**src/rtl/lcd_pkg.sv**
```systemverilog
// Shared types, instruction decode and address-counter helpers for the HD44780-style responder.
// Optional display-shift support is enabled in the top module with `define LCD_DISPLAY_SHIFT_EN.
package lcd_pkg;

  typedef enum logic [1:0] {IDLE, EXEC, CLEAR} lcd_state_e;

  typedef enum logic [3:0] {
    INS_NONE, INS_CLEAR, INS_HOME, INS_ENTRY, INS_DISPLAY,
    INS_SHIFT, INS_FUNC, INS_CGRAM, INS_DDRAM
  } lcd_instr_e;

  localparam logic [6:0] LINE1_BASE = 7'h00;
  localparam logic [6:0] LINE2_BASE = 7'h40;
  localparam int         LINE_LEN   = 40;
  localparam int         VIS_COLS   = 16;
  localparam int         DDRAM_SIZE = 2 * LINE_LEN;

  // Field positions inside the instruction byte
  localparam int ENTRY_ID = 1;
  localparam int SHIFT_SC = 3;
  localparam int SHIFT_RL = 2;
  localparam int FUNC_N   = 3;

  // The highest set bit of the instruction byte selects the command.
  function automatic lcd_instr_e decode_instr(input logic [7:0] d);
    lcd_instr_e r;
    casez (d)
      8'b1???_????: r = INS_DDRAM;
      8'b01??_????: r = INS_CGRAM;
      8'b001?_????: r = INS_FUNC;
      8'b0001_????: r = INS_SHIFT;
      8'b0000_1???: r = INS_DISPLAY;
      8'b0000_01??: r = INS_ENTRY;
      8'b0000_001?: r = INS_HOME;
      8'b0000_0001: r = INS_CLEAR;
      default:      r = INS_NONE;
    endcase
    return r;
  endfunction

  function automatic logic [6:0] ac_next(input logic [6:0] ac, input logic inc);
    logic [6:0] r;
    if (inc) begin
      if (ac == LINE1_BASE + 7'(LINE_LEN - 1))      r = LINE2_BASE;
      else if (ac == LINE2_BASE + 7'(LINE_LEN - 1)) r = LINE1_BASE;
      else                                          r = ac + 7'd1;
    end else begin
      if (ac == LINE2_BASE)      r = LINE1_BASE + 7'(LINE_LEN - 1);
      else if (ac == LINE1_BASE) r = LINE2_BASE + 7'(LINE_LEN - 1);
      else                       r = ac - 7'd1;
    end
    return r;
  endfunction

  function automatic logic [6:0] ddram_index(input logic [6:0] ac);
    return ac[6] ? 7'(LINE_LEN) + {1'b0, ac[5:0]} : {1'b0, ac[5:0]};
  endfunction

  function automatic logic ddram_valid(input logic [6:0] ac);
    return ac[5:0] < 6'(LINE_LEN);
  endfunction

  function automatic logic [5:0] shift_step(input logic [5:0] s, input logic right);
    logic [5:0] r;
    if (right) r = (s == 6'(LINE_LEN - 1)) ? 6'd0 : s + 6'd1;
    else       r = (s == 6'd0) ? 6'(LINE_LEN - 1) : s - 6'd1;
    return r;
  endfunction

endpackage

```
**src/rtl/lcd_en_sync.sv**
```systemverilog
// Brings the asynchronous LCD bus into the clock domain: two flops on every bus line,
// plus a falling-edge pulse on the synchronised enable that marks one transfer.
module lcd_en_sync (
  input  logic       clock,
  input  logic       reset_n,
  input  logic       lcd_en,
  input  logic       lcd_rs,
  input  logic       lcd_rw,
  input  logic [7:0] lcd_d,
  output logic       en_s,
  output logic       fall,
  output logic       rs_s,
  output logic       rw_s,
  output logic [7:0] d_s
);

  logic       en_p0, en_p1, en_p2;
  logic       rs_p0, rs_p1;
  logic       rw_p0, rw_p1;
  logic [7:0] d_p0, d_p1;

  always_ff @(posedge clock or negedge reset_n) begin
    if (!reset_n) begin
      en_p0 <= 1'b0;
      en_p1 <= 1'b0;
      en_p2 <= 1'b0;
    end else begin
      en_p0 <= lcd_en;
      en_p1 <= en_p0;
      en_p2 <= en_p1;
    end
  end

  // Same depth as the enable so the captured fields line up with the edge pulse
  always_ff @(posedge clock) begin
    rs_p0 <= lcd_rs;
    rs_p1 <= rs_p0;
    rw_p0 <= lcd_rw;
    rw_p1 <= rw_p0;
    d_p0  <= lcd_d;
    d_p1  <= d_p0;
  end

  assign en_s = en_p1;
  assign fall = en_p2 & ~en_p1;
  assign rs_s = rs_p1;
  assign rw_s = rw_p1;
  assign d_s  = d_p1;

endmodule

```
**src/rtl/lcd_bus_responder.sv**
```systemverilog
// HD44780-compatible bus responder: instruction decode, 2x40 DDRAM, busy/clear sequencing
// and a registered 2x16 readout. `define LCD_DISPLAY_SHIFT_EN adds the display-shift register.
module lcd_bus_responder
  import lcd_pkg::*;
#(
  parameter int         BUSY_CYCLES = 8,
  parameter logic [7:0] CLEAR_CHAR  = 8'h20
) (
  input  logic                         clock,
  input  logic                         reset_n,
  input  logic                         lcd_en,
  input  logic                         lcd_rs,
  input  logic                         lcd_rw,
  input  logic [7:0]                   lcd_d,
  output logic [7:0]                   lcd_d_out,
  output logic                         lcd_d_oe,
  input  logic                         rd_row,
  input  logic [$clog2(VIS_COLS)-1:0]  rd_col,
  output logic [7:0]                   rd_char,
  output logic                         display_on,
  output logic                         cursor_on,
  output logic                         blink_on,
  output logic                         two_line,
  output logic                         busy,
  output logic [6:0]                   ac,
  output logic                         overrun
);

  localparam int               CNT_W      = 16;
  localparam logic [CNT_W-1:0] CLEAR_LAST = CNT_W'(DDRAM_SIZE - 1);

  logic       en_s, fall, rs_s, rw_s;
  logic [7:0] d_s;

  lcd_en_sync u_sync (
    .clock   (clock),
    .reset_n (reset_n),
    .lcd_en  (lcd_en),
    .lcd_rs  (lcd_rs),
    .lcd_rw  (lcd_rw),
    .lcd_d   (lcd_d),
    .en_s    (en_s),
    .fall    (fall),
    .rs_s    (rs_s),
    .rw_s    (rw_s),
    .d_s     (d_s)
  );

  lcd_state_e       state, state_nxt;
  lcd_instr_e       instr;
  logic [CNT_W-1:0] cnt;
  logic             inc_id, cgram_mode;
  logic [5:0]       shift;
  logic             wr_acc, wr_drop, rd_fall, clr_we;
  logic [7:0]       ddram [DDRAM_SIZE];
  logic             mem_we;
  logic [6:0]       mem_waddr;
  logic [7:0]       mem_wdata;
  logic [7:0]       bus_rd_data;
  logic [6:0]       col_sum, col_mod, rd_idx;

  assign instr   = decode_instr(d_s);
  assign wr_acc  = fall & ~rw_s & (state == IDLE);
  assign wr_drop = fall & ~rw_s & (state != IDLE);
  assign rd_fall = fall & rw_s & rs_s;

  always_ff @(posedge clock or negedge reset_n) begin
    if (!reset_n) state <= IDLE;
    else          state <= state_nxt;
  end

  always_comb begin
    state_nxt = state;
    unique case (state)
      IDLE:    if (wr_acc) state_nxt = (!rs_s && instr == INS_CLEAR) ? CLEAR : EXEC;
      EXEC:    if (cnt == '0) state_nxt = IDLE;
      CLEAR:   if (cnt == CLEAR_LAST) state_nxt = IDLE;
      default: state_nxt = IDLE;
    endcase
  end

  always_comb begin
    busy   = (state != IDLE);
    clr_we = (state == CLEAR);
  end

  // EXEC counts down to zero; CLEAR counts up and doubles as the fill address
  always_ff @(posedge clock or negedge reset_n) begin
    if (!reset_n) begin
      cnt <= '0;
    end else if (state == IDLE) begin
      if (wr_acc) cnt <= (!rs_s && instr == INS_CLEAR) ? '0 : CNT_W'(BUSY_CYCLES - 1);
    end else if (state == EXEC) begin
      cnt <= cnt - 1'b1;
    end else begin
      cnt <= cnt + 1'b1;
    end
  end

  always_ff @(posedge clock or negedge reset_n) begin
    if (!reset_n) begin
      ac         <= '0;
      inc_id     <= 1'b1;
      cgram_mode <= 1'b0;
      display_on <= 1'b0;
      cursor_on  <= 1'b0;
      blink_on   <= 1'b0;
      two_line   <= 1'b0;
      overrun    <= 1'b0;
    end else begin
      if (wr_drop) overrun <= 1'b1;
      if (wr_acc && rs_s) begin
        if (!cgram_mode) ac <= ac_next(ac, inc_id);
      end else if (wr_acc) begin
        case (instr)
          INS_CLEAR: begin
            ac         <= LINE1_BASE;
            inc_id     <= 1'b1;
            cgram_mode <= 1'b0;
          end
          INS_HOME: begin
            ac         <= LINE1_BASE;
            cgram_mode <= 1'b0;
          end
          INS_ENTRY:   inc_id <= d_s[ENTRY_ID];
          INS_DISPLAY: {display_on, cursor_on, blink_on} <= d_s[2:0];
          INS_SHIFT:   if (!d_s[SHIFT_SC]) ac <= ac_next(ac, d_s[SHIFT_RL]);
          INS_FUNC:    two_line <= d_s[FUNC_N];
          INS_CGRAM:   cgram_mode <= 1'b1;
          INS_DDRAM: begin
            ac         <= d_s[6:0];
            cgram_mode <= 1'b0;
          end
          default: ;
        endcase
      end else if (rd_fall) begin
        ac <= ac_next(ac, inc_id);
      end
    end
  end

`ifdef LCD_DISPLAY_SHIFT_EN
  logic entry_s;

  always_ff @(posedge clock or negedge reset_n) begin
    if (!reset_n) begin
      shift   <= '0;
      entry_s <= 1'b0;
    end else if (wr_acc && rs_s) begin
      if (entry_s && !cgram_mode) shift <= shift_step(shift, inc_id);
    end else if (wr_acc) begin
      case (instr)
        INS_CLEAR, INS_HOME: shift <= '0;
        INS_ENTRY:           entry_s <= d_s[0];
        INS_SHIFT:           if (d_s[SHIFT_SC]) shift <= shift_step(shift, d_s[SHIFT_RL]);
        default: ;
      endcase
    end
  end
`else
  assign shift = '0;
`endif

  // Single DDRAM write port: clear fill and bus data writes never coincide
  always_comb begin
    mem_we    = 1'b0;
    mem_waddr = ddram_index(ac);
    mem_wdata = d_s;
    if (clr_we) begin
      mem_we    = 1'b1;
      mem_waddr = cnt[6:0];
      mem_wdata = CLEAR_CHAR;
    end else if (wr_acc && rs_s && !cgram_mode && ddram_valid(ac)) begin
      mem_we = 1'b1;
    end
  end

  always_ff @(posedge clock) begin
    if (mem_we) ddram[mem_waddr] <= mem_wdata;
  end

  assign bus_rd_data = ddram_valid(ac) ? ddram[ddram_index(ac)] : 8'h00;

  always_ff @(posedge clock or negedge reset_n) begin
    if (!reset_n) begin
      lcd_d_oe  <= 1'b0;
      lcd_d_out <= '0;
    end else begin
      lcd_d_oe <= en_s & rw_s;
      if (en_s && rw_s) lcd_d_out <= rs_s ? bus_rd_data : {busy, ac};
    end
  end

  always_comb begin
    col_sum = {3'b000, rd_col} + {1'b0, shift};
    col_mod = (col_sum >= 7'(LINE_LEN)) ? col_sum - 7'(LINE_LEN) : col_sum;
    rd_idx  = rd_row ? col_mod + 7'(LINE_LEN) : col_mod;
  end

  // A write landing on the cell being read is forwarded so the readout never lags it
  always_ff @(posedge clock or negedge reset_n) begin
    if (!reset_n)                           rd_char <= '0;
    else if (!display_on)                   rd_char <= CLEAR_CHAR;
    else if (mem_we && mem_waddr == rd_idx) rd_char <= mem_wdata;
    else                                    rd_char <= ddram[rd_idx];
  end

endmodule

```
**config.mk**
```make
export PLATFORM = sky130hd
export DESIGN_NAME = lcd_bus_responder
export DESIGN_NICKNAME = d
export VERILOG_FILES = /design/src/rtl/lcd_pkg.sv /design/src/rtl/lcd_en_sync.sv /design/src/rtl/lcd_bus_responder.sv
export SDC_FILE = /design/constraint.sdc
export NUM_CORES = 1
export LEC_CHECK = 0
export ABC_AREA = 1
export CAP_MARGIN = 0
export CORE_ASPECT_RATIO = 0.5
export CORE_MARGIN = 2
export CORE_UTILIZATION = 30
export CTS_CLUSTER_DIAMETER = 50
export DETAILED_ROUTE_END_ITERATION = 6
export SYNTH_ARGS = -nofsm -noshare
export SYNTH_HDL_FRONTEND = slang
export SYNTH_SLANG_ARGS = --single-unit
```
**constraint.sdc**
```tcl
create_clock -name clock -period 4.55 [get_ports clock]
set_input_delay 0.91 -clock clock [delete_from_list [all_inputs] [get_ports clock]]
set_output_delay 0.91 -clock clock [all_outputs]
set_load 0.01 [all_outputs]
```
## Word level (Yosys, flattened, before mapping)

Memory sizes are Yosys's and may differ from the RTL's.
Index checks and enable logic that the tools add are counted.

| word-level totals | value |
|---|---|
| memories | 1 |
| output and inout bits | 30 |
| logic and storage cells | 130 |
| flip-flop bits (word level) | 72 |
| input bits | 18 |
| memory bits (writable) | 640 |

| cells by class | value |
|---|---|
| bitwise gates (word level) | 10 |
| $add $sub $neg | 7 |
| reductions and logical operators | 23 |
| order comparisons | 2 |
| multiplexer cells | 37 |
| eq/ne operators | 28 |

Memory list:

| memory | words | bits a word | read ports | clocked after Yosys merged registers in | wr ports | RTL line | text |
|---|---|---|---|---|---|---|---|
| ddram | 80 | 8 | 2 | 0 | 1 | lcd_bus_responder.sv:55 | `logic [7:0] ddram [DDRAM_SIZE];` |

Operators with widths:

| cell | number |
|---|---|
| 7-bit two-way mux | 15 |
| 16-bit two-way mux | 3 |
| 8-bit two-way mux | 5 |
| 4-bit case mux with 8 select lines | 1 |
| 7-bit case mux with 3 select lines | 1 |
| 16-bit by 1-bit adder with 16-bit output, second input constant | 1 |
| 16-bit by 7-bit == test with 1-bit output, second input constant | 1 |
| 4-bit by 3-bit == test with 1-bit output, second input constant | 4 |
| 16-bit logical NOT | 1 |
| 16-bit by 1-bit subtractor with 16-bit output, second input constant | 1 |
| 3-bit AND reduction | 5 |
| 7-bit == test, second input constant | 2 |
| 4-bit by 1-bit == test with 1-bit output, second input constant | 2 |
| 4-bit by 2-bit == test with 1-bit output, second input constant | 2 |
| 8-bit by 1-bit == test with 1-bit output, second input constant | 1 |
| 2-bit two-way mux | 4 |
| 6-bit by 6-bit adder with 7-bit output, first input constant | 1 |
| 7-bit by 1-bit adder with 7-bit output, second input constant | 1 |
| 7-bit by 6-bit adder with 7-bit output, second input constant | 1 |
| 1-bit AND | 7 |
| 7-bit by 1-bit == test with 1-bit output, second input constant | 1 |
| 7-bit by 6-bit == test with 1-bit output, second input constant | 1 |
| 7-bit == test | 1 |
| 7-bit logical NOT | 1 |
| other kinds (27) | 44 |

## Depth between registers and ports, before layout

Gate-level depths: netlist of run 1.

| depth | value |
|---|---|
| depth after elaboration | 12 |
| mapped depth | 15 |
| depth with buffers taken out | 15 |

## Modules after synthesis

A second synthesis of run 1 with hierarchy kept.

| unflattened totals | value |
|---|---|
| cell total of the unflattened synthesis | 3872 |
| area total of the unflattened synthesis | 35942.0 um^2 |

Modules (own cells, without submodules):

| module | sequential area each (um^2) | area each (um^2) | cells an instance | times used |
|---|---|---|---|---|
| lcd_bus_responder | 20445.9 | 35456.5 | 3847 | 1 |
| lcd_en_sync | 475.5 | 485.5 | 25 | 1 |

## Worst setup path after synthesis of run 1

OpenSTA, ideal clock, no wires.

| path | value |
|---|---|
| kind | register to register |
| start point | register state[1] |
| end point | memory ddram[0][0] (data pin) |
| data required time | 3.970 ns |
| stages on the path, launching flop included | 5 |
| arrival | 2.700 ns |
| setup slack | 1.270 ns |
| clock period less this slack | 3.280 ns |
| library setup time | 0.580 ns |
| path buffers | 1 |
| cell sequence | dfrtp_1 -> nand2_4 -> buf_6 -> inv_1 -> nor2_1 |

| between the ends | value |
|---|---|
| cells in the longest elaborated chain, start to end | 2 |

RTL lines:

| item | RTL line | text |
|---|---|---|
| start: declaration | lcd_bus_responder.sv:49 | `lcd_state_e state, state_nxt;` |
| start signal: assignment | lcd_bus_responder.sv:69 | `else state <= state_nxt;` |
| 2-bit == test | lcd_bus_responder.sv:84 | `clr_we = (state == CLEAR);` |
| 8-bit two-way mux | lcd_bus_responder.sv:169 | `if (clr_we) begin` |
| via mem_wdata[0] | lcd_bus_responder.sv:58 | `logic [7:0] mem_wdata;` |
| end: declaration | lcd_bus_responder.sv:55 |  |

The timed path passes the listed nets, and every way through them passes these cells.

## Worst setup path in the final report of run 1

| path | value |
|---|---|
| start point | register ac[0] |
| end point | output port ac[0] |

RTL lines:

| item | RTL line | text |
|---|---|---|
| start: declaration | lcd_bus_responder.sv:25 | `output logic [6:0] ac,` |
| start signal: assignment | lcd_bus_responder.sv:113 | `if (!cgram_mode) ac <= ac_next(ac, inc_id);` |
| start signal: assignment | lcd_bus_responder.sv:127 | `INS_SHIFT: if (!d_s[SHIFT_SC]) ac <= ac_next(ac, d_s[SHIFT_RL]);` |
| start signal: assignment | lcd_bus_responder.sv:131 | `ac <= d_s[6:0];` |

No word-level cell between the ends.

==> results.md, run 1 <==
- Status: complete, no violations
- Max_slew headroom: a little over a fifth
- Max IR drop VDD: ~540 uV
- GP Congestion: 0.913
- Synth cell types: 50
- Fin Clk Skew: 0.0336 ns
- Die height: approximately 250 um
- Power, Total: 22.9 mW
- Input/output buffers: 47
- Hold Vio Cnt, Final: 0
- Ports: 48
- Clock transition at path regs: around 0.060 ns
- Die ar.: around 120,000 sq um
- # setup viols final: 0
- FF-to-FF End: ddram[14][4]
- All-Layer GR Usage: roughly a fifth
- Min-delay worst type: primary input to asynchronous set/reset pin
- Non-Filler Instances: 5,519
- Design area: roughly 41,000 sq um
- TritonCTS Buffers: just over 80
- Routed wire per std cell: roughly 21 um
- Placed Cells: about 5,400
- Drc violations: 0
- Vias in the first global route: 27,907
- Max-Cap Viols: 0
- CP endpoint kind: primary output
- Most frequent cells in the layout: nand3_1 (665), edfxtp_1 (640), nand2_1 (626)
- Worst-path cell chain: buf_12 > clkdlybuf4s50_1
- Synth async-reset ratio: under 10%
- RSZ-0062 raised after global routing: false
- Commonest non-fill, non-tap cell in the layout: nand3_1
- Vias per Instance: 5.29
- Worst-Margin Slew: around 1.2 ns
- WS Path Type: register to primary output
- CTS root buffer: clkbuf_16
- First-pass GRT wire length: 176,000 um
- Largest net degree at the start of global routing: 221
- Syn avg cell area: roughly 9.2 sq um
- DP HPWL: 72,300 um
- NumNets Final: 3,902
- Clock Sinks: around 710
- Vias post-DR: between 20,000 and 30,000
- Number of synthesized flops with an enable pin: 640
- Core area: 118,000 sq um
- TritonCTS clock tree: done
- Post-route clock period utilization: a little over four fifths
- Setup TNS: 0 ns
- TritonRoute pass-1 iters: 6
- Total wire length: roughly 120,000 um
- Layout cells sized above 1: 8.96%
- R2R Setup Slk: 1.00 ns
- Postcts setup bufs: 0
- Inserted Diodes: 0
- Slowest cell on the critical path: dfrtp_4
- Synth Cell Area: around 36,000 sq um
- Initial core utilization: between 30 and 40%
- Row Count: around 90
- # fillers: 11,895
- R2r startpoint: ac[3]
- Antenna Violating Nets Remaining: 0
- Worst EP required: around 3.6 ns
- Htree depth: 3
- Pwr Density: about 560 nW/um^2
- Worst-path fanout max: 220
- Min Tclk post-route: about 3.8 ns
- Post-CTS sizing: 0
- Yosys reg bits: slightly above 700
- Lkg Pwr: ~15 nW
- Slew Limit Fails: 0
- CP Data Arrival Time: 2.88 ns
- CTS Buffer Depth: 3
- Seq/Total Area, Yosys: approximately 59%
- Area after DPL: ~38,000 sq um
- Startpoint types: register
- Syn nets: 3,904
- Initial antenna violation count: 0
- Max Clk Rate: ~260 MHz
- Cts hold-fix bufs: 0
- Area Growth Syn to Fin: 14.4%
- Drt initial violations: approximately 3,800
- Worst skew pair latency: about 0.66 ns
- R2R cell count: 9
- Synth Flop Type: edfxtp_1
- Gate Count Post-Synth: ~3,900
- Synth warn: 0
- Die width: approximately 500 um
- CP max stage delay: between 0.7 and 0.8 ns
- Grt total ovfl: 0
==> cell type report <==
cell class	count	area, sq um	area share [%]
Sequential cell	712	20900	51.2
Multi-Input combinational cell	2502	12200	29.8
Clock buffer	97	2220	5.44
Tap cell	1592	1990	4.87
Timing Repair Buffer	168	1560	3.81
Inverter	397	1500	3.68
Clock inverter	51	485	1.19
==> kinds of logic (layout without fill, tap and decap cells) <==
logic type / Yosys count / after routing / share of synthesized area, %
and+or+nand+nor: 1650 / 1650 / 20.6
AOI/OAI and AO/OA: 816 / 816 / 12.3
DFF: 712 / 712 / 58.6
buffers and inverters: 651 / 713 / 7.46
adders and majority gates: 21 / 21 / 0.757
xor gates and xnor gates: 15 / 15 / 0.368
==> registers in the layout, summed over array words and instances, names as in the netlist, 2 cells and up <==
signal       flops
cnt             16
state            2
ac               7
ddram          640
u_sync.d_s       8
rd_char          8
lcd_d_out        8
u_sync.d_p0      8
==> metrics by stage <==
stage	worst slack, ns	hold WS (ns)	util [%]
after floorplan	1.27	0.310	-
after global placement	1.14	0.314	32.3
after detailed placement	1.08	0.314	32.3
after CTS	0.743	0.323	34.6
after global routing	0.622	0.329	34.6
final	0.756	0.324	34.6
==> how the worst max path moves through the flow <==
| stage | cells past startpoint | from | slack [ns] | end |
|---|---|---|---|---|
| 2_1_floorplan | 4 | state[1] | 1.27 | ddram[0][0] |
| 3_3_place_gp | 13 | rd_col[0] | 1.14 | rd_char[4] |
| 3_5_place_dp | 9 | ac[3] | 1.08 | ddram[14][4] |
| 4_1_cts | 2 | ac[0] | 0.74 | ac[0] |
| 5_1_grt | 2 | ac[0] | 0.62 | ac[0] |
| 6_report | 2 | ac[0] | 0.76 | ac[0] |
==> power by group <==
group | internal [mW] | switching, mW
sequential | 7.31 | 0.304
combinational | 2.55 | 6.11
clock | 3.82 | 2.83
==> layer usage <==
| metal | wire (um) | vias up | part of all wire [%] | global-route usage [%] |
|---|---|---|---|---|
| met2 | 53400 | 1455 | 45 | 30.0 |
| met1 | 49000 | 14097 | 42 | 25.3 |
| met5 | 0 | - | 0 | 0 |
| li1 | - | 13407 | - | - |
| met4 | 5030 | 0 | 4.3 | 7.82 |
| met3 | 10500 | 264 | 8.9 | 3.46 |
==> critical path, delay by kind of cell (launching register included) <==
family,cells,cell delay [ns]
buf+inv,2,1.29
flops,1,0.74
==> synth_stat cells (all sizes together) (2+ instances only) <==
library cell / instances / area share, %
edfxtp: 640 / 54
a21boi: 2 / 0.042
xor2: 10 / 0.25
nand4: 13 / 0.23
clkinv: 3 / 0.032
buf: 139 / 2.1
a31oi: 2 / 0.035
ha: 20 / 0.70
nand2: 633 / 6.7
nor2: 253 / 2.7
a21o: 2 / 0.042
nor3: 4 / 0.070
or2: 72 / 1.3
o21bai: 3 / 0.063
nand3: 668 / 9.4
a21oi: 273 / 3.8
a211oi: 2 / 0.042
o22ai: 27 / 0.47
xnor2: 5 / 0.12
nor4: 6 / 0.15
inv: 394 / 4.1
dfrtp: 51 / 3.6
o21ai: 434 / 6.2
dfxtp: 20 / 1.1
clkbuf: 115 / 1.2
o211ai: 67 / 1.4
(Power assumes the default switching activity.)
==> run 2: changes to the inputs <==
clock period = 3.22 ns   (was 4.55 ns; I/O delays follow)
==> run 2 against run 1 <==
Against the previous run:
- clock-buffer cell count decreased by 1
- first-iteration DRC count rose by 10%
- via count is 1.8% higher
- power grew 44%
- wire length increased by 2.3%
- critical endpoint is now ddram[25][4]
- hold slack better by 0.0034 ns
- die area is the same
- critical path depth increased by 9
==> results.md, run 2 (synthesis gave the netlist of run 1 again) <==
- Drc violations: 0 (unchanged)
- Hold path cells: 0
- CP endpoint kind: register
- Max_slew headroom: 40.9% (+20 points)
- Worst skew pair latency: 0.65 ns (about the same)
- Max reg flops: 640 (unchanged)
- Worst-path fanout max: 11 (-95%)
- Design area: 41,600 sq um (+1.8%)
- Layout cells sized above 1: 10.3% (+1.3 points)
- Hold slack: 0.328 ns (+0.00337 ns)
- Fin Clk Skew: 0.0264 ns (-0.00721 ns)
- R2r startpoint: ac[3]
- Die width: 492 um (unchanged)
- TritonRoute pass-1 iters: 6 (unchanged)
- Setup WS post-layout: 0.330 ns (-0.426 ns)
- HP Start: u_sync.d_p0[4]
- Hold Vio Cnt, Final: 0 (unchanged)
- Row Count: 89 (unchanged)
- Top Usage Layer GRT: met2
- Area after DPL: 38,800 sq um (+1.7%)
- GP Congestion: 0.932 (+2.0%)
- Worst-path cell chain: inv_2 > ha_1 > nand2_1 > o21ai_4 > nand2_2 > o21ai_2 > inv_2 > nor2_1 > nand2_1 > nor2_1 > buf_4
- Initial core utilization: 30.3% (unchanged)
- Share of power burned in registers: 32.2% (-1.0 points)
- Antenna Violating Nets Remaining: 0 (unchanged)
- WS Path Type: register to register
- Largest regs: ddram (640), cnt (16)
- Vias in the first global route: 28,009 (+0.37%)
- Dpl ws: 0.330 ns (-0.752 ns)
- Vias per Instance: 5.33 (+0.65%)
- Max-Cap Viols: 0 (unchanged)
- TritonCTS Buffers: 81 (-1.2%)
- Clock Sinks: 712 (unchanged)
- Routed wire per std cell: 21.6 um (+1.2%)
- Largest register by flop count: ddram
- NumNets Final: 3,965 (+1.6%)
- Slew Limit Fails: 0 (unchanged)
- CP max stage delay: 0.51 ns (-0.23 ns)
- GR Layer Usage met2: 30.8% (+0.80 points)
- Pwr Density: 796 nW/um^2 (+42%)
- Comb power frac: 38.4% (+0.6 points)
- CTS root buffer: clkbuf_16
- Total wire length: 121,000 um (+2.3%)
- Input/output buffers: 47 (unchanged)
- CP Data Arrival Time: 3.24 ns (+0.36 ns)
- Vias post-DR: 29,754 (+1.8%)
- Core area: 118,000 sq um (unchanged)
- Die ar.: 122,000 sq um (unchanged)
- Status: complete, no violations
- Lkg Pwr: 15.8 nW (+2.7%)
- Drt initial violations: 4,181 (+10%)
- Grt total ovfl: 0 (unchanged)
- Die height: 248 um (unchanged)
- RSZ-0062 raised after global routing: false
- Post-CTS sizing: 0 (unchanged)
- Max Clk Rate: 346 MHz
- Htree depth: 3 (unchanged)
- First-pass GRT wire length: 180,000 um (+2.2%)
- Origin of the worst setup path: ac[3]
- Power share of the clock group: 29.4% (+0.4 points)
- # setup viols final: 0 (unchanged)
- Clock transition at path regs: 0.07 ns (about the same)
- R2R Setup Slk: 0.33 ns (-0.67 ns)
- Min Tclk post-route: approximately 2.9 ns
- Worst EP required: 3.57 ns (-0.07 ns)
- All-Layer GR Usage: 19.4% (+0.55 points)
- Area Growth Syn to Fin: 16.5%
- Commonest non-fill, non-tap cell in the layout: nand3_1
- Largest net degree at the start of global routing: 123 (-44%)
- Slowest cell on the critical path: dfrtp_1
- DP HPWL: 76,900 um (+6.4%)
- Initial antenna violation count: 1 (+1)
- Sw frac: 40.0% (-0.32 points)
- Inserted Diodes: 0 (unchanged)
- FF-to-FF End: ddram[25][4]
- Pint: 19.9 mW (+45%)
- R2R cell count: 11 (+2)
- Worst-Margin Slew: 0.887 ns (-0.298 ns)
- CTS Buffer Depth: 3 (unchanged)
- Ports: 48 (unchanged)
- TritonCTS clock tree: done
- Sw Pwr: 13.2 mW (+43%)
- Startpoint types: register
- Post-route clock period utilization: 89.7%
- Max IR drop VDD: 599 uV (+12%)
- GR Layer Usage met3: 4.03% (+0.57 points)
- Hold worst-path end: u_sync.d_s[4]
- Most frequent cells in the layout: nand3_1 (665), edfxtp_1 (640), nand2_1 (626)
- Min-delay worst type: register to register
- Met1 Use GR: 26.1% (+0.71 points)
## run 2: cell count changes in the layout (fill, tap and decap cells not counted), moves of 4 or more
cell / previous run / this run
clkinvlp_4: 9 / 5
bufinv_16: 5 / 11
inv_6: 7 / 11
clkinv_2: 14 / 8
buf_4: 107 / 155
buf_12: 15 / 30
clkbuf_1: 8 / 13
## run 2: worst max-delay path: cells and delay by family (launching register included)
family          cells  cell delay, ns
buf+inv             3            0.45
flops               1            0.51
fa+ha+maj           1            0.31
compound gates      2            0.36
simple gates        5            0.95
## run 2: layout make-up
class | instances | area, sq um
clock buffers | 96 | 2130
clock inverters | 52 | 649
multi-input cells | 2502 | 12200
well taps | 1592 | 1990
inverters | 397 | 1500
fillers | 11856 | 76400
repair buffers | 232 | 2230
flip-flops and latches | 712 | 20900
## run 2: power by group through the flow
stage	registers [mW]	logic, mW	clock network [mW]
detailed placement	10.9	12.3	0
CTS	10.7	12.4	9.85
global route	10.7	13.7	10.2
floorplan	10.7	8.11	0
finish	10.7	12.7	9.73
global placement	10.9	12.2	0
## run 2: how the worst max path moves through the flow
| stage | to | slack [ns] |
|---|---|---|
| 3_5_place_dp | rd_char[3] | 0.33 |
| 2_1_floorplan | ddram[0][0] | -0.06 |
| 4_1_cts | busy | 0.30 |
| 3_3_place_gp | rd_char[0] | 0.30 |
| 5_1_grt | cnt[9] | 0.14 |
| 6_report | ddram[25][4] | 0.33 |
## run 2: timing repair
action                                 CTS  global route
setup buffers                            0             0
hold buffers                             1             0
setup endpoints to repair                0             0
endpoints found under the hold margin   19             0
## run 2: routing by layer
layer | part of all wire (%) | up-vias
met5 | 0 | -
met2 | 45 | 1624
met4 | 4.1 | 0
met1 | 41 | 14349
li1 | - | 13505
met3 | 10 | 276
## run 2: stage by stage
| stage | util (%) | power (mW) | instances | setup TNS, ns |
|---|---|---|---|---|
| 2_1_floorplan | - | 18.8 | 3865 | -33.43 |
| 3_3_place_gp | 32.9 | 23.1 | 5434 | 0 |
| 3_5_place_dp | 32.9 | 23.2 | 5434 | 0 |
| 4_1_cts | 35.2 | 32.9 | 5583 | 0 |
| 5_1_grt | 35.2 | 34.7 | 5583 | 0 |
| 6_report | 35.2 | 33.1 | 5583 | 0 |
